File: src/rtl/uart_rx_fifo_if.sv
// Receive-FIFO bus between the UART receiver/register block (master) and the FIFO (slave).
// Carries write, pop, control and status signals; clock and reset stay outside.
interface uart_rx_fifo_if #(
  parameter int ADDR_WIDTH = 4
);
  logic                  wr_en;
  logic [7:0]            wr_data;
  logic                  wr_perr;
  logic                  wr_ferr;
  logic                  rd_en;
  logic                  flush;
  logic                  clr_ovf;
  logic [7:0]            rd_data;
  logic                  rd_perr;
  logic                  rd_ferr;
  logic                  empty;
  logic                  full;
  logic                  afull;
  logic [ADDR_WIDTH:0]   count;
  logic                  overflow;

  modport master (
    output wr_en, wr_data, wr_perr, wr_ferr, rd_en, flush, clr_ovf,
    input  rd_data, rd_perr, rd_ferr, empty, full, afull, count, overflow
  );

  modport slave (
    input  wr_en, wr_data, wr_perr, wr_ferr, rd_en, flush, clr_ovf,
    output rd_data, rd_perr, rd_ferr, empty, full, afull, count, overflow
  );
endinterface

File: src/rtl/uart_rx_fifo.sv
// Show-ahead receive FIFO with sticky overflow. Define RX_FIFO_ERR_TAG_EN to store the
// parity/framing error tags alongside each byte; otherwise rd_perr/rd_ferr read 0.
module uart_rx_fifo #(
  parameter int ADDR_WIDTH  = 4,
  parameter int AFULL_LEVEL = 12
) (
  input  logic              CLK,
  input  logic              RESET,
  uart_rx_fifo_if.slave     bus
);

  localparam int DEPTH = 1 << ADDR_WIDTH;
  localparam int CNT_W = ADDR_WIDTH + 1;
`ifdef RX_FIFO_ERR_TAG_EN
  localparam int WORD_W = 10;
`else
  localparam int WORD_W = 8;
`endif

  if (ADDR_WIDTH < 1 || ADDR_WIDTH > 8) begin : g_bad_aw
    $error("uart_rx_fifo: ADDR_WIDTH out of range 1..8");
  end
  if (AFULL_LEVEL < 1 || AFULL_LEVEL > DEPTH) begin : g_bad_af
    $error("uart_rx_fifo: AFULL_LEVEL out of range 1..DEPTH");
  end

  logic [WORD_W-1:0]     mem_q [DEPTH];
  logic [ADDR_WIDTH-1:0] wr_ptr_q, wr_ptr_d;
  logic [ADDR_WIDTH-1:0] rd_ptr_q, rd_ptr_d;
  logic [CNT_W-1:0]      count_q, count_d;
  logic                  ovf_q, ovf_d;
  logic [WORD_W-1:0]     head_q, head_d;
  logic [WORD_W-1:0]     wr_word;
  logic                  empty, full;
  logic                  wr_ok, rd_ok, ovf_evt, mem_we;

`ifdef RX_FIFO_ERR_TAG_EN
  assign wr_word = {bus.wr_ferr, bus.wr_perr, bus.wr_data};
`else
  logic unused_tags;
  assign wr_word     = bus.wr_data;
  assign unused_tags = bus.wr_perr ^ bus.wr_ferr;
`endif

  assign empty = (count_q == '0);
  assign full  = (count_q == CNT_W'(DEPTH));

  // A pop frees a slot in the same cycle, so a full FIFO still accepts a write alongside rd_en.
  assign wr_ok   = bus.wr_en & (~full | bus.rd_en);
  assign rd_ok   = bus.rd_en & ~empty;
  assign ovf_evt = bus.wr_en & full & ~bus.rd_en;

  always_comb begin
    wr_ptr_d = wr_ptr_q;
    rd_ptr_d = rd_ptr_q;
    count_d  = count_q;
    ovf_d    = ovf_q;
    mem_we   = 1'b0;
    head_d   = head_q;

    if (bus.flush) begin
      wr_ptr_d = '0;
      rd_ptr_d = '0;
      count_d  = '0;
    end else begin
      mem_we = wr_ok & ~RESET;
      if (wr_ok) wr_ptr_d = wr_ptr_q + ADDR_WIDTH'(1);
      if (rd_ok) rd_ptr_d = rd_ptr_q + ADDR_WIDTH'(1);
      unique case ({wr_ok, rd_ok})
        2'b10:   count_d = count_q + CNT_W'(1);
        2'b01:   count_d = count_q - CNT_W'(1);
        default: count_d = count_q;
      endcase
    end

    if (bus.clr_ovf) ovf_d = 1'b0;
    if (ovf_evt && !bus.flush) ovf_d = 1'b1;

    // Head register tracks mem[rd_ptr]; a write landing on the next head slot is forwarded
    // directly since the array only updates at the same edge. Holds its value while empty.
    if (count_d != '0) begin
      if (mem_we && (wr_ptr_q == rd_ptr_d)) head_d = wr_word;
      else                                  head_d = mem_q[rd_ptr_d];
    end
  end

  always_ff @(posedge CLK) begin
    if (RESET) begin
      wr_ptr_q <= '0;
      rd_ptr_q <= '0;
      count_q  <= '0;
      ovf_q    <= 1'b0;
      head_q   <= '0;
    end else begin
      wr_ptr_q <= wr_ptr_d;
      rd_ptr_q <= rd_ptr_d;
      count_q  <= count_d;
      ovf_q    <= ovf_d;
      head_q   <= head_d;
    end
  end

  always_ff @(posedge CLK) begin
    if (mem_we) mem_q[wr_ptr_q] <= wr_word;
  end

  assign bus.rd_data  = head_q[7:0];
`ifdef RX_FIFO_ERR_TAG_EN
  assign bus.rd_perr  = head_q[8];
  assign bus.rd_ferr  = head_q[9];
`else
  assign bus.rd_perr  = 1'b0;
  assign bus.rd_ferr  = 1'b0;
`endif
  assign bus.empty    = empty;
  assign bus.full     = full;
  assign bus.afull    = (count_q >= CNT_W'(AFULL_LEVEL));
  assign bus.count    = count_q;
  assign bus.overflow = ovf_q;

endmodule

File: src/flat_wrapper.sv
// flat-port wrapper written by rule: the top's interface ports become plain ports
module uart_rx_fifo_flat 
#(
  parameter int ADDR_WIDTH  = 4,
  parameter int AFULL_LEVEL = 12
)
  (CLK, RESET, bus_wr_en, bus_wr_data, bus_wr_perr, bus_wr_ferr, bus_rd_en, bus_flush, bus_clr_ovf, bus_rd_data, bus_rd_perr, bus_rd_ferr, bus_empty, bus_full, bus_afull, bus_count, bus_overflow);
  uart_rx_fifo_if #(.ADDR_WIDTH(ADDR_WIDTH)) bus_i ();
  input  logic CLK;
  input  logic RESET;
  input wire logic [$bits(bus_i.wr_en)-1:0] bus_wr_en;
  input wire logic [$bits(bus_i.wr_data)-1:0] bus_wr_data;
  input wire logic [$bits(bus_i.wr_perr)-1:0] bus_wr_perr;
  input wire logic [$bits(bus_i.wr_ferr)-1:0] bus_wr_ferr;
  input wire logic [$bits(bus_i.rd_en)-1:0] bus_rd_en;
  input wire logic [$bits(bus_i.flush)-1:0] bus_flush;
  input wire logic [$bits(bus_i.clr_ovf)-1:0] bus_clr_ovf;
  output wire logic [$bits(bus_i.rd_data)-1:0] bus_rd_data;
  output wire logic [$bits(bus_i.rd_perr)-1:0] bus_rd_perr;
  output wire logic [$bits(bus_i.rd_ferr)-1:0] bus_rd_ferr;
  output wire logic [$bits(bus_i.empty)-1:0] bus_empty;
  output wire logic [$bits(bus_i.full)-1:0] bus_full;
  output wire logic [$bits(bus_i.afull)-1:0] bus_afull;
  output wire logic [$bits(bus_i.count)-1:0] bus_count;
  output wire logic [$bits(bus_i.overflow)-1:0] bus_overflow;
  assign bus_i.wr_en = bus_wr_en;
  assign bus_i.wr_data = bus_wr_data;
  assign bus_i.wr_perr = bus_wr_perr;
  assign bus_i.wr_ferr = bus_wr_ferr;
  assign bus_i.rd_en = bus_rd_en;
  assign bus_i.flush = bus_flush;
  assign bus_i.clr_ovf = bus_clr_ovf;
  assign bus_rd_data = bus_i.rd_data;
  assign bus_rd_perr = bus_i.rd_perr;
  assign bus_rd_ferr = bus_i.rd_ferr;
  assign bus_empty = bus_i.empty;
  assign bus_full = bus_i.full;
  assign bus_afull = bus_i.afull;
  assign bus_count = bus_i.count;
  assign bus_overflow = bus_i.overflow;
  uart_rx_fifo #(.ADDR_WIDTH(ADDR_WIDTH), .AFULL_LEVEL(AFULL_LEVEL)) u_core (.CLK(CLK), .RESET(RESET), .bus(bus_i));
endmodule
File: config.mk
export PLATFORM = sky130hd
export DESIGN_NAME = uart_rx_fifo_flat
export DESIGN_NICKNAME = d
export VERILOG_FILES = /design/src/rtl/uart_rx_fifo_if.sv /design/src/rtl/uart_rx_fifo.sv /design/src/flat_wrapper.sv
export SDC_FILE = /design/constraint.sdc
export NUM_CORES = 1
export LEC_CHECK = 0
export CAP_MARGIN = 5
export CORE_ASPECT_RATIO = 1.75
export CORE_UTILIZATION = 35
export CTS_CLUSTER_DIAMETER = 200
export DETAILED_ROUTE_END_ITERATION = 10
export PLACE_DENSITY = 0.58
export REMOVE_ABC_BUFFERS = 1
export SLEW_MARGIN = 0
export SYNTH_ARGS = -nofsm -noshare
export SYNTH_HDL_FRONTEND = slang
export SYNTH_SLANG_ARGS = --single-unit
export TNS_END_PERCENT = 50
File: constraint.sdc
create_clock -name CLK -period 4.2 [get_ports CLK]
set_clock_uncertainty 0.1 [all_clocks]
set_input_delay 0.84 -clock CLK [delete_from_list [all_inputs] [get_ports CLK]]
set_output_delay 0.84 -clock CLK [all_outputs]
set_load 0.005 [all_outputs]
# [Yosys cells after proc, flatten, opt, wreduce, memory -nomap -nowiden]
# Memory sizes are Yosys's and may differ from the RTL's. A register that Yosys moved wholly into a read port is not among the register bits.
# Cells that the tools add are included.
[totals] n_memories=1 word_cells=38 input_bits=16 mem_bits_rw=128 ff_bits=14 output_inout_bits=19
[mem_list] name="u_core.mem_q" words=16 word_bits=8 read_ports=1 rd_ports_with_merged_regs=1 write_ports=1 line_no="uart_rx_fifo.sv:27" text="logic [WORD_W-1:0] mem_q [DEPTH];"
[classes] addsub=4 reduce_logical=6 n_bitwise=10 n_eq_ne=3 order_cmp=1 muxes=9
[ops] cell="5-bit one-hot mux with 2 select lines" count=1
[ops] cell="4-bit by 1-bit adder with 4-bit output, second input constant" count=2
[ops] cell="4-bit two-way mux" count=2
[ops] cell="5-bit by 1-bit adder with 5-bit output, second input constant" count=1
[ops] cell="1-bit bitwise AND" count=5
[ops] cell="5-bit equality test, second input constant" count=1
[ops] cell="5-bit by 4-bit greater-or-equal comparator with 1-bit output, second input constant" count=1
[ops] cell="5-bit logical NOT" count=1
[ops] cell="1-bit two-way mux" count=5
[ops] cell="5-bit two-way mux" count=1
[ops] cell="5-bit nonzero test" count=1
[ops] cell="5-bit by 1-bit subtractor with 5-bit output, second input constant" count=1
[ops] cell="1-bit NOT" count=4
[ops] cell="2-bit by 1-bit equality test with 1-bit output, second input constant" count=1
[ops] cell="2-bit equality test, second input constant" count=1
[ops] cell="2-bit nonzero test" count=1
[ops] cell="2-bit OR reduction" count=1
[ops] cell="1-bit logical AND" count=1
[ops] cell="1-bit logical NOT" count=1
[ops] cell="1-bit OR" count=1

# [Longest topological paths before layout]
# Gate-level depths: netlist of the first run.
[logic_depth] ltp_word=8 depth_mapped=19 depth_no_buf=15

# [Least setup slack after synthesis of the first run]
# No wires, ideal clock.
[synth_path] path_type="register to register" startpoint="reg u_core.count_q[1] (netlist: u_core.bus.count[1])" endpoint="reg u_core.head_q[5] (netlist: u_core.bus.rd_data[5]), read port of u_core.mem_q" path_slack_ps=234 setup_time_ps=114 stages_incl_launch_ff=20 required_time_ps=3986 t_arrival_ps=3752 n_path_buf=4 synth_period_minus_slack_ps=3966 cell_sequence="dfxtp_1 > buf_4 > or4_1 > buf_2 > nor3_2 > nor2b_1 > inv_2 > ha_1 > clkbuf_1 > xor2_1 > ha_1 > and3b_1 > o21ai_1 > a21oi_1 > mux2_2 > nor3_1 > and2b_1 > buf_4 > a22o_4 > a21o_1"
[synth_via] elab_chain_cells=8 word_cells_on_any_way=16 cone_classes="2 x add/sub; 3 x eq/ne; 4 x mux; 5 x bitwise; 2 x reduce/logical"
[synth_lines] item="start, declared" line_no="uart_rx_fifo.sv:30" text="logic [CNT_W-1:0] count_q, count_d;"
[synth_lines] item="start signal, assigned" line_no="uart_rx_fifo.sv:97" text="count_q <= count_d;"
[synth_lines] item="5-bit equality test" line_no="uart_rx_fifo.sv:46" text="assign full = (count_q == CNT_W'(DEPTH));"
[synth_lines] item="1-bit NOT" line_no="uart_rx_fifo.sv:49" text="assign wr_ok = bus.wr_en & (~full | bus.rd_en);"
[synth_lines] item="1-bit OR" line_no="uart_rx_fifo.sv:49"
[synth_lines] item="1-bit bitwise AND" line_no="uart_rx_fifo.sv:49"
[synth_lines] item="2-bit by 1-bit equality test with 1-bit output / 2-bit equality test (equally long branches)" line_no="uart_rx_fifo.sv:69" text="unique case ({wr_ok, rd_ok})"
[synth_lines] item="5-bit one-hot mux with 2 select lines" line_no="uart_rx_fifo.sv:69"
[synth_lines] item="5-bit two-way mux" line_no="uart_rx_fifo.sv:61" text="if (bus.flush) begin"
[synth_lines] item="5-bit nonzero test" line_no="uart_rx_fifo.sv:81" text="if (count_d != '0) begin"
[synth_lines] item="end, declared" line_no="uart_rx_fifo.sv:32" text="logic [WORD_W-1:0] head_q, head_d;"
# Parallel ways exist; a longest one is shown, timed or not.
# A chain may end at the register's enable or synchronous reset.

# [Worst setup path after layout of the first run]
[layout_path] startpoint="reg u_core.count_q[2] (netlist: u_core.bus.count[2])" endpoint="reg u_core.head_q[5] (netlist: u_core.bus.rd_data[5]), read port of u_core.mem_q"
# Same word-level chain as after synthesis.

==> load_flow_metrics.sql, run 1 <==
INSERT INTO impl_metrics (metric_group, metric, value, unit) VALUES
('power', 'p_int', '2.49', 'mW'),
('sta', 'finalWorstPathRequiredPeriod', '3.80', 'ns'),
('sta', 'fin_crit_sh', '90.5', '%'),
('finish', 'area_grow_syn2layout', '20.0', '%'),
('clock_network', 'tritoncts', 'built', ''),
('routing', 'via_total_after_detailed_routing', '4185', ''),
('routing', 'detail_route.wl_per_cell', '20.1', 'µm'),
('power', 'power.combinational.fraction', '6.2', '%'),
('global_route', 'grt.overflow.total', '0', ''),
('sta', 'highest_clock_rate', '0.263', 'GHz'),
('synth', 'postSynth.topFlopCell', 'sky130_fd_sc_hd__edfxtp_1', ''),
('sta', 'total_negative_setup_slacks', '0', 'ns'),
('clock_network', 'cts-root-to-sink-buffers', '2', ''),
('clock_network', 'number_of_buffers_created_by_cts', '17', ''),
('clock_network', 'cts_htree_levels', '4', ''),
('critical_path', 'r2r_setup_slack', '0.40', 'ns'),
('placement', 'finalWeightedCongestion', '0.809', ''),
('clock_network', 'clock_sink_count', '150', ''),
('global_route', 'number_of_global_route_vias_before_repair', '4401', ''),
('worst_hold_path', 'hp-class', 'reg -> reg', ''),
('critical_path', 'ff2ff_path_depth', '15', ''),
('clock_network', 'clock-root-buffer', 'sky130_fd_sc_hd__clkbuf_16', ''),
('worst_hold_path', 'min_path_cells', '2', ''),
('global_route', 'global_route_wire_length_before_repair', '24800', 'µm'),
('die', 'design.portCount', '35', ''),
('sta', 'worst_slew_pin_slew', '0.812', 'ns'),
('clock_network', 'worst_setup_hold_path_clk_slew', '0.07', 'ns'),
('placement', 'dpl.hpwl', '11300', 'µm'),
('power', 'power.leakage', '2.83', 'nW'),
('finish', 'drive_gt1_share', '17.8', '%'),
('power', 'share_clk_of_total_power', '43.2', '%'),
('sta', 'final-hold-violation-count', '0', ''),
('critical_path', 'critical_path_required', '4.42', 'ns'),
('critical_path', 'worst-endpoint-arrival', '4.02', 'ns'),
('routing', 'postRouteWirelength', '16000', 'µm'),
('run', 'max_cap_violations', '0', ''),
('routing', 'detail_route.drc_violations', '0', ''),
('die', 'dieHeight', '184', 'µm'),
('routing', 'drt_iter0_drc', '271', ''),
('routing', 'avgViaCountPerCell', '5.27', ''),
('finish', 'fin_nets', '567', ''),
('synth', 'postSynthAreaPerCell', '13.7', 'µm²'),
('power', 'seq_power_share', '50.5', '%'),
('worst_hold_path', 'hold_end', 'u_core.bus.overflow', ''),
('synth', 'syn-instance-count', '485', ''),
('clock_network', 'cts.hold.buffers_added', '0', ''),
('critical_path', 'timing.critical_path.from_type', 'flop', ''),
('synth', 'synth_enable_flop_cells', '128', ''),
('synth', 'syn_area', '0.00663', 'mm²'),
('die', 'placement_rows', '66', ''),
('critical_path', 'cp-end-kind', 'flop', ''),
('sta', 'rsz0062_at_grt', 'no', ''),
('status', 'outcome', 'finished, final reports clean', ''),
('worst_hold_path', 'hold_path.startpoint', 'u_core.bus.overflow', ''),
('placement', 'dp_cells', '762', ''),
('global_route', 'gr-usage-all-layers', '17.5', '%'),
('power', 'p_switching', '0.756', 'mW'),
('synth', 'synth-seq-area-share', '64.7', '%'),
('critical_path', 'worstSetupPathType', 'reg -> reg', ''),
('routing', 'detail-route-antenna-nets', '0', ''),
('sta', 'finalMaxSlewViolations', '0', ''),
('synth', 'post_synth_num_cell_types', '59', ''),
('global_route', 'grt_start_max_net_pins', '39', ''),
('global_route', 'antenna_found_initial', '0', ''),
('placement', 'port_buffers', '30', ''),
('die', 'die-width', '106', 'µm'),
('power', 'max-vdd-ir-drop', '288', 'µV'),
('clock_network', 'clk-insertion-delay-late', '0.43', 'ns'),
('synth', 'synth.ff_latch_count', '150', ''),
('sta', 'rel_slew_slack', '45.7', '%'),
('die', 'core_area', '0.0186', 'mm²'),
('finish', 'n_antenna_cell', '0', ''),
('finish', 'finish.cell_count_without_fillers', '794', ''),
('power', 'pwr_density_cell', '408', 'mW/mm²'),
('die', 'die-area', '0.0195', 'mm²'),
('critical_path', 'worstPathMaxFanout', '7', ''),
('sta', 'setup_viol_count_final', '0', ''),
('power', 'netSwitchingFraction', '23.3', '%'),
('critical_path', 'reg2reg_to', 'u_core.bus.rd_data[5]', ''),
('die', 'initial_utilization', '35.7', '%'),
('routing', 'drt-pass1-iter-count', '4', ''),
('synth', 'yosysWarningCount', '0', ''),
('critical_path', 'r2r-start', 'u_core.bus.count[2]', ''),
('synth', 'synthArstFlopShare', '0', '%');
sequential cells by signal, indices dropped and copies added (netlist names):
signal / cells
u_core.bus.count: 5
u_core.bus.overflow: 1
u_core.bus.rd_data: 8
u_core.mem_q: 128
u_core.rd_ptr_q: 4
u_core.wr_ptr_q: 4
synth_stat cells, types with 4 or more instances:
library cell,count,area (µm²)
sky130_fd_sc_hd__edfxtp_1,128,3840
sky130_fd_sc_hd__nand2_1,39,146
sky130_fd_sc_hd__mux2i_1,30,300
sky130_fd_sc_hd__nor2_1,30,113
sky130_fd_sc_hd__nand3_1,27,135
sky130_fd_sc_hd__dfxtp_1,22,440
sky130_fd_sc_hd__a21oi_1,17,85.1
sky130_fd_sc_hd__clkbuf_1,15,56.3
sky130_fd_sc_hd__o2111ai_1,12,105
sky130_fd_sc_hd__and3_1,9,56.3
sky130_fd_sc_hd__nand4_1,9,56.3
sky130_fd_sc_hd__nor2b_1,9,56.3
sky130_fd_sc_hd__a22oi_1,8,60.1
sky130_fd_sc_hd__ha_1,8,100
sky130_fd_sc_hd__nor3_1,8,40.0
sky130_fd_sc_hd__a221oi_1,7,61.3
sky130_fd_sc_hd__mux4_2,7,158
sky130_fd_sc_hd__buf_2,6,30.0
sky130_fd_sc_hd__o211ai_1,6,45.0
sky130_fd_sc_hd__xor2_1,6,52.6
sky130_fd_sc_hd__buf_4,5,37.5
sky130_fd_sc_hd__inv_1,5,18.8
sky130_fd_sc_hd__mux2_1,5,56.3
sky130_fd_sc_hd__nand2b_1,5,31.3
sky130_fd_sc_hd__and3b_1,4,35.0
sky130_fd_sc_hd__buf_1,4,15.0
sky130_fd_sc_hd__xnor2_1,4,35.0
metrics by stage:
step,cell area (µm²),util (%),setup slack (ns),hold WS (ns),power [mW]
finish,7950,42.8,0.400,0.386,3.25
global route,7950,42.8,0.0580,0.409,3.35
CTS,7940,42.7,0.345,0.391,3.28
detailed placement,7400,39.8,0.0326,0.380,1.88
global placement,7400,39.8,0.0693,0.374,1.87
floorplan,6460,-,0.277,0.355,1.76
critical path, cell delays in order (launching register included):
cell	delay (ns)
sky130_fd_sc_hd__dfxtp_1	0.31
sky130_fd_sc_hd__or4_1	0.69
sky130_fd_sc_hd__nor3_2	0.20
sky130_fd_sc_hd__nor2b_1	0.10
sky130_fd_sc_hd__inv_2	0.06
sky130_fd_sc_hd__ha_1	0.19
sky130_fd_sc_hd__xor2_1	0.16
sky130_fd_sc_hd__ha_1	0.22
sky130_fd_sc_hd__and3b_1	0.17
sky130_fd_sc_hd__o21ai_1	0.06
sky130_fd_sc_hd__a21oi_1	0.14
sky130_fd_sc_hd__mux2_2	0.36
sky130_fd_sc_hd__nor3_1	0.27
sky130_fd_sc_hd__and2b_1	0.27
sky130_fd_sc_hd__a22o_4	0.26
sky130_fd_sc_hd__a21o_1	0.14
cells by family (layout without fill, tap and decap cells):
| group | count (synthesis) | in the layout | share of synthesized area (%) |
|---|---|---|---|
| adders and majority gates | 8 | 8 | 1.51 |
| xor gates and xnor gates | 10 | 10 | 1.32 |
| AOI/OAI and AO/OA | 74 | 74 | 8.23 |
| other | 1 | 2 | 0.0566 |
| muxes | 48 | 48 | 9.06 |
| buffers and inverters | 39 | 109 | 2.95 |
| and+or+nand+nor | 155 | 155 | 12.2 |
| DFF | 150 | 150 | 64.7 |
placed cells by master (no fill, tap or decap), types with 3 or more instances in the layout:
cell	n
sky130_fd_sc_hd__a21oi_1	17
sky130_fd_sc_hd__a221oi_1	7
sky130_fd_sc_hd__a22oi_1	8
sky130_fd_sc_hd__and3_1	9
sky130_fd_sc_hd__and3b_1	4
sky130_fd_sc_hd__buf_4	39
sky130_fd_sc_hd__clkbuf_16	17
sky130_fd_sc_hd__clkdlybuf4s50_1	30
sky130_fd_sc_hd__clkinv_4	4
sky130_fd_sc_hd__dfxtp_1	22
sky130_fd_sc_hd__edfxtp_1	128
sky130_fd_sc_hd__ha_1	8
sky130_fd_sc_hd__inv_1	5
sky130_fd_sc_hd__inv_6	6
sky130_fd_sc_hd__mux2_1	5
sky130_fd_sc_hd__mux2_2	3
sky130_fd_sc_hd__mux2i_1	30
sky130_fd_sc_hd__mux4_2	7
sky130_fd_sc_hd__nand2_1	39
sky130_fd_sc_hd__nand2b_1	5
sky130_fd_sc_hd__nand3_1	27
sky130_fd_sc_hd__nand4_1	9
sky130_fd_sc_hd__nor2_1	29
sky130_fd_sc_hd__nor2b_1	9
sky130_fd_sc_hd__nor3_1	7
sky130_fd_sc_hd__nor3b_1	3
sky130_fd_sc_hd__o2111ai_1	12
sky130_fd_sc_hd__o211ai_1	6
sky130_fd_sc_hd__o21ai_1	3
sky130_fd_sc_hd__o22ai_1	3
sky130_fd_sc_hd__xnor2_1	4
sky130_fd_sc_hd__xor2_1	6
worst max path at each step:
stage / end / from / slack (ns) / depth (start not counted)
final: u_core.bus.rd_data[5] / u_core.bus.count[2] / 0.40 / 15
after global routing: u_core.bus.rd_data[2] / u_core.bus.count[2] / 0.06 / 15
after CTS: u_core.bus.rd_data[3] / u_core.bus.count[2] / 0.35 / 14
after detailed placement: u_core.bus.rd_data[3] / bus_rd_en / 0.03 / 15
after global placement: u_core.bus.rd_data[7] / bus_wr_en / 0.07 / 14
after floorplan: u_core.bus.rd_data[0] / u_core.bus.count[2] / 0.28 / 8
layer usage:
metal / part of all wire [%] / vias to the layer above / routed length (µm) / track usage, %
met5: 0 / - / 0 / 0
met4: 2.6 / 0 / 418 / 8.50
met3: 2.6 / 19 / 412 / 2.62
met2: 58 / 80 / 9320 / 35.0
met1: 36 / 2103 / 5830 / 16.9
li1: - / 1983 / - / -
cell type report:
class	count	area, µm²
Timing Repair Buffer	71	633
Inverter	6	22.5
Tap cell	238	298
Sequential cell	150	4280
Multi-Input combinational cell	297	2170
Clock inverter	14	116
Clock buffer	18	429
Fill cell	1703	10600
power groups by stage:
stage | logic [mW] | registers [mW] | clock network (mW)
final | 0.202 | 1.64 | 1.40
after global routing | 0.221 | 1.64 | 1.49
after CTS | 0.204 | 1.64 | 1.43
after detailed placement | 0.202 | 1.67 | 0
after global placement | 0.197 | 1.67 | 0
after floorplan | 0.0915 | 1.67 | 0
repair_timing:
item	in CTS	in global routing
setup endpoints to repair	0	8
buffers inserted	0	0
gates resized for setup	0	3
(Power assumes the default switching activity.)
==> inputs of run 2 (changes only) <==
Settings changed: CORE_UTILIZATION 35 to 30, PLACE_DENSITY 0.58 to 0.52.
==> run 2 against run 1 <==
  * Clock-buffer cell count rose by 2
  * Design area up 2.5%
  * Worst hold slack better by 0.00087 ns
  * Critical path depth rose by 2
  * First-iteration DRC count shrank 8.9%
  * Total power grew 8.0%
  * Die area is 16% higher
  * Global-route usage shrank 2.0 points
  * Via count is 0.36% higher
  * Critical path type is now in -> reg
==> load_flow_metrics.sql, run 2 (synthesis gave the netlist of run 1 again) <==
INSERT INTO impl_metrics (metric_group, metric, value, unit) VALUES
('power', 'power.combinational.fraction', '6.0', '%'),
('placement', 'dpl.hpwl', '11700', 'µm'),
('global_route', 'number_of_global_route_vias_before_repair', '4388', ''),
('clock_network', 'clock-root-buffer', 'sky130_fd_sc_hd__clkbuf_16', ''),
('critical_path', 'worst-path-stages', '17', ''),
('power', 'netSwitchingFraction', '21.3', '%'),
('worst_hold_path', 'hold_path.startpoint', 'u_core.bus.overflow', ''),
('run', 'max_cap_violations', '0', ''),
('clock_network', 'number_of_buffers_created_by_cts', '17', ''),
('clock_network', 'cts_htree_levels', '4', ''),
('power', 'total_power', '3.51', 'mW'),
('clock_network', 'cts-root-to-sink-buffers', '2', ''),
('power', 'pwr_density_cell', '430', 'mW/mm²'),
('finish', 'area_grow_syn2layout', '23.0', '%'),
('global_route', 'grt_start_max_net_pins', '41', ''),
('finish', 'n_antenna_cell', '0', ''),
('die', 'initial_utilization', '30.7', '%'),
('finish', 'fin_nets', '575', ''),
('critical_path', 'timing.critical_path.slowest_stage_cell', 'sky130_fd_sc_hd__clkdlybuf4s50_1', ''),
('critical_path', 'r2r_setup_slack', '0.37', 'ns'),
('clock_network', 'cts_resized', '0', ''),
('placement', 'dp_cells', '824', ''),
('die', 'core_area', '0.0216', 'mm²'),
('placement', 'preCtsSetupSlack', '-0.187', 'ns'),
('global_route', 'antenna_found_initial', '0', ''),
('clock_network', 'cts.hold.buffers_added', '0', ''),
('finish', 'mostFrequentLayoutCell', 'sky130_fd_sc_hd__edfxtp_1', ''),
('critical_path', 'reg2reg_to', 'u_core.bus.rd_data[0]', ''),
('sta', 'fin_crit_sh', '93.6', '%'),
('finish', 'flip_flop_count_of_the_largest_register_after_layout', '128', ''),
('worst_hold_path', 'min_path_cells', '2', ''),
('sta', 'final.hold.worst_slack', '0.387', 'ns'),
('critical_path', 'slowest_delay', '0.51', 'ns'),
('routing', 'avgViaCountPerCell', '4.91', ''),
('routing', 'detail_route.wl_per_cell', '19.2', 'µm'),
('critical_path', 'path_buf_inv', '4', ''),
('power', 'seq_power_share', '46.8', '%'),
('critical_path', 'timing.critical_path.from_type', 'input port', ''),
('global_route', 'global_route_wire_length_before_repair', '25200', 'µm'),
('clock_network', 'tritoncts', 'built', ''),
('die', 'die-area', '0.0227', 'mm²'),
('power', 'p_switching', '0.746', 'mW'),
('placement', 'post_dp_cell_area', '0.00750', 'mm²'),
('sta', 'final-hold-violation-count', '0', ''),
('finish', 'drive_gt1_share', '19.0', '%'),
('die', 'placement_rows', '71', ''),
('routing', 'via_total_after_detailed_routing', '4200', ''),
('critical_path', 'worstPathMaxFanout', '5', ''),
('finish', 'finish.cell_count_without_fillers', '856', ''),
('critical_path', 'critical_path_required', '4.42', 'ns'),
('finish', 'final_cell_area', '0.00815', 'mm²'),
('power', 'p_int', '2.76', 'mW'),
('status', 'outcome', 'finished, final reports clean', ''),
('routing', 'detail-route-antenna-nets', '0', ''),
('global_route', 'grt.overflow.total', '0', ''),
('placement', 'finalWeightedCongestion', '0.824', ''),
('die', 'dieHeight', '199', 'µm'),
('routing', 'drt-pass1-iter-count', '5', ''),
('sta', 'rel_slew_slack', '53.8', '%'),
('sta', 'finalWorstPathRequiredPeriod', '3.93', 'ns'),
('sta', 'total_negative_setup_slacks', '0', 'ns'),
('global_route', 'gr-usage-all-layers', '15.4', '%'),
('clock_network', 'worst_setup_hold_path_clk_slew', '0.06', 'ns'),
('sta', 'finalMaxSlewViolations', '0', ''),
('critical_path', 'ff2ff_path_depth', '17', ''),
('sta', 'rsz0062_at_grt', 'no', ''),
('sta', 'worst_slack', '0.269', 'ns'),
('finish', 'most-common-layout-cells', 'sky130_fd_sc_hd__edfxtp_1 (128), sky130_fd_sc_hd__buf_4 (49), sky130_fd_sc_hd__nand2_1 (39), sky130_fd_sc_hd__mux2i_1 (30), sky130_fd_sc_hd__clkdlybuf4s50_1 (30)', ''),
('placement', 'port_buffers', '30', ''),
('routing', 'postRouteWirelength', '16500', 'µm'),
('power', 'power.leakage', '2.91', 'nW'),
('power', 'share_clk_of_total_power', '47.3', '%'),
('sta', 'worst_slew_pin_slew', '0.691', 'ns'),
('critical_path', 'r2r-start', 'u_core.bus.count[2]', ''),
('die', 'design.portCount', '35', ''),
('critical_path', 'critical-path-top-delay-family', 'simple AND/OR/NAND/NOR gates', ''),
('critical_path', 'cp-end-kind', 'flop', ''),
('clock_network', 'clk-insertion-delay-late', '0.43', 'ns'),
('clock_network', 'clock_sink_count', '150', ''),
('sta', 'highest_clock_rate', '0.254', 'GHz'),
('worst_hold_path', 'hp-class', 'reg -> reg', ''),
('finish', 'largest-register', 'u_core.mem_q', ''),
('routing', 'drt_iter0_drc', '247', ''),
('die', 'die-width', '114', 'µm'),
('finish', 'end_of_flow_core_utilization', '37.8', '%'),
('routing', 'detail_route.drc_violations', '0', ''),
('power', 'max-vdd-ir-drop', '305', 'µV'),
('sta', 'setup_viol_count_final', '0', ''),
('worst_hold_path', 'hold_end', 'u_core.bus.overflow', ''),
('critical_path', 'cp_cell_sequence', 'clkdlybuf4s50_1, nor3_2, nor2b_1, inv_2, ha_1, xor2_1, ha_1, buf_4, and3b_1, o21ai_1, a21oi_1, mux2_2, nor3_1, and2b_1, buf_4, a22oi_1, nand2_1', ''),
('critical_path', 'worst-endpoint-arrival', '4.15', 'ns'),
('critical_path', 'worstSetupPathType', 'in -> reg', ''),
('clock_network', 'postCtsSetupBuffers', '0', '');
[run 2: cell types whose count changed in the layout (fill, tap and decap cells not counted), moves of 2 or more]
cell / before / now
sky130_fd_sc_hd__buf_4: 39 / 49
sky130_fd_sc_hd__clkinv_4: 4 / 1
sky130_fd_sc_hd__buf_12: 2 / 0
sky130_fd_sc_hd__clkbuf_8: 0 / 2
sky130_fd_sc_hd__clkinv_2: 2 / 0
sky130_fd_sc_hd__bufinv_16: 0 / 4
[run 2: final cells by class]
type	instances	area (µm²)
clock buffer	20	457
clock inverter	12	188
fill	2078	13400
inverter	6	22.5
multi-input combinational	297	2170
sequential	150	4280
tap	292	365
timing repair buffer	79	668
[run 2: how the worst max path moves through the flow]
stage | startpoint | end
final | bus_rd_en | u_core.bus.rd_data[0]
after global routing | bus_rd_en | u_core.bus.rd_data[1]
after CTS | u_core.bus.count[2] | u_core.bus.rd_data[0]
after detailed placement | bus_rd_en | u_core.bus.rd_data[0]
after global placement | bus_rd_en | u_core.bus.rd_data[2]
after floorplan | u_core.bus.count[2] | u_core.bus.rd_data[0]
[run 2: tightest hold or removal path, cell delays in order (launching register included)]
cell and delay (ns):
sky130_fd_sc_hd__dfxtp_1 0.31, sky130_fd_sc_hd__nand2b_1 0.07, sky130_fd_sc_hd__a21oi_1 0.06
[run 2: power by group through the flow]
stage	registers (mW)	logic (mW)	clock network, mW
floorplan	1.67	0.0915	0
global placement	1.67	0.205	0
detailed placement	1.67	0.211	0
CTS	1.64	0.212	1.69
global route	1.64	0.229	1.74
finish	1.64	0.209	1.66
[run 2: layer usage]
| metal | vias to the layer above | GRT usage [%] | part of all wire (%) |
|---|---|---|---|
| li1 | 1994 | - | - |
| met1 | 2108 | 15.0 | 37 |
| met2 | 77 | 30.8 | 59 |
| met3 | 21 | 2.44 | 2.3 |
| met4 | 0 | 7.50 | 2.4 |
| met5 | - | 0 | 0 |
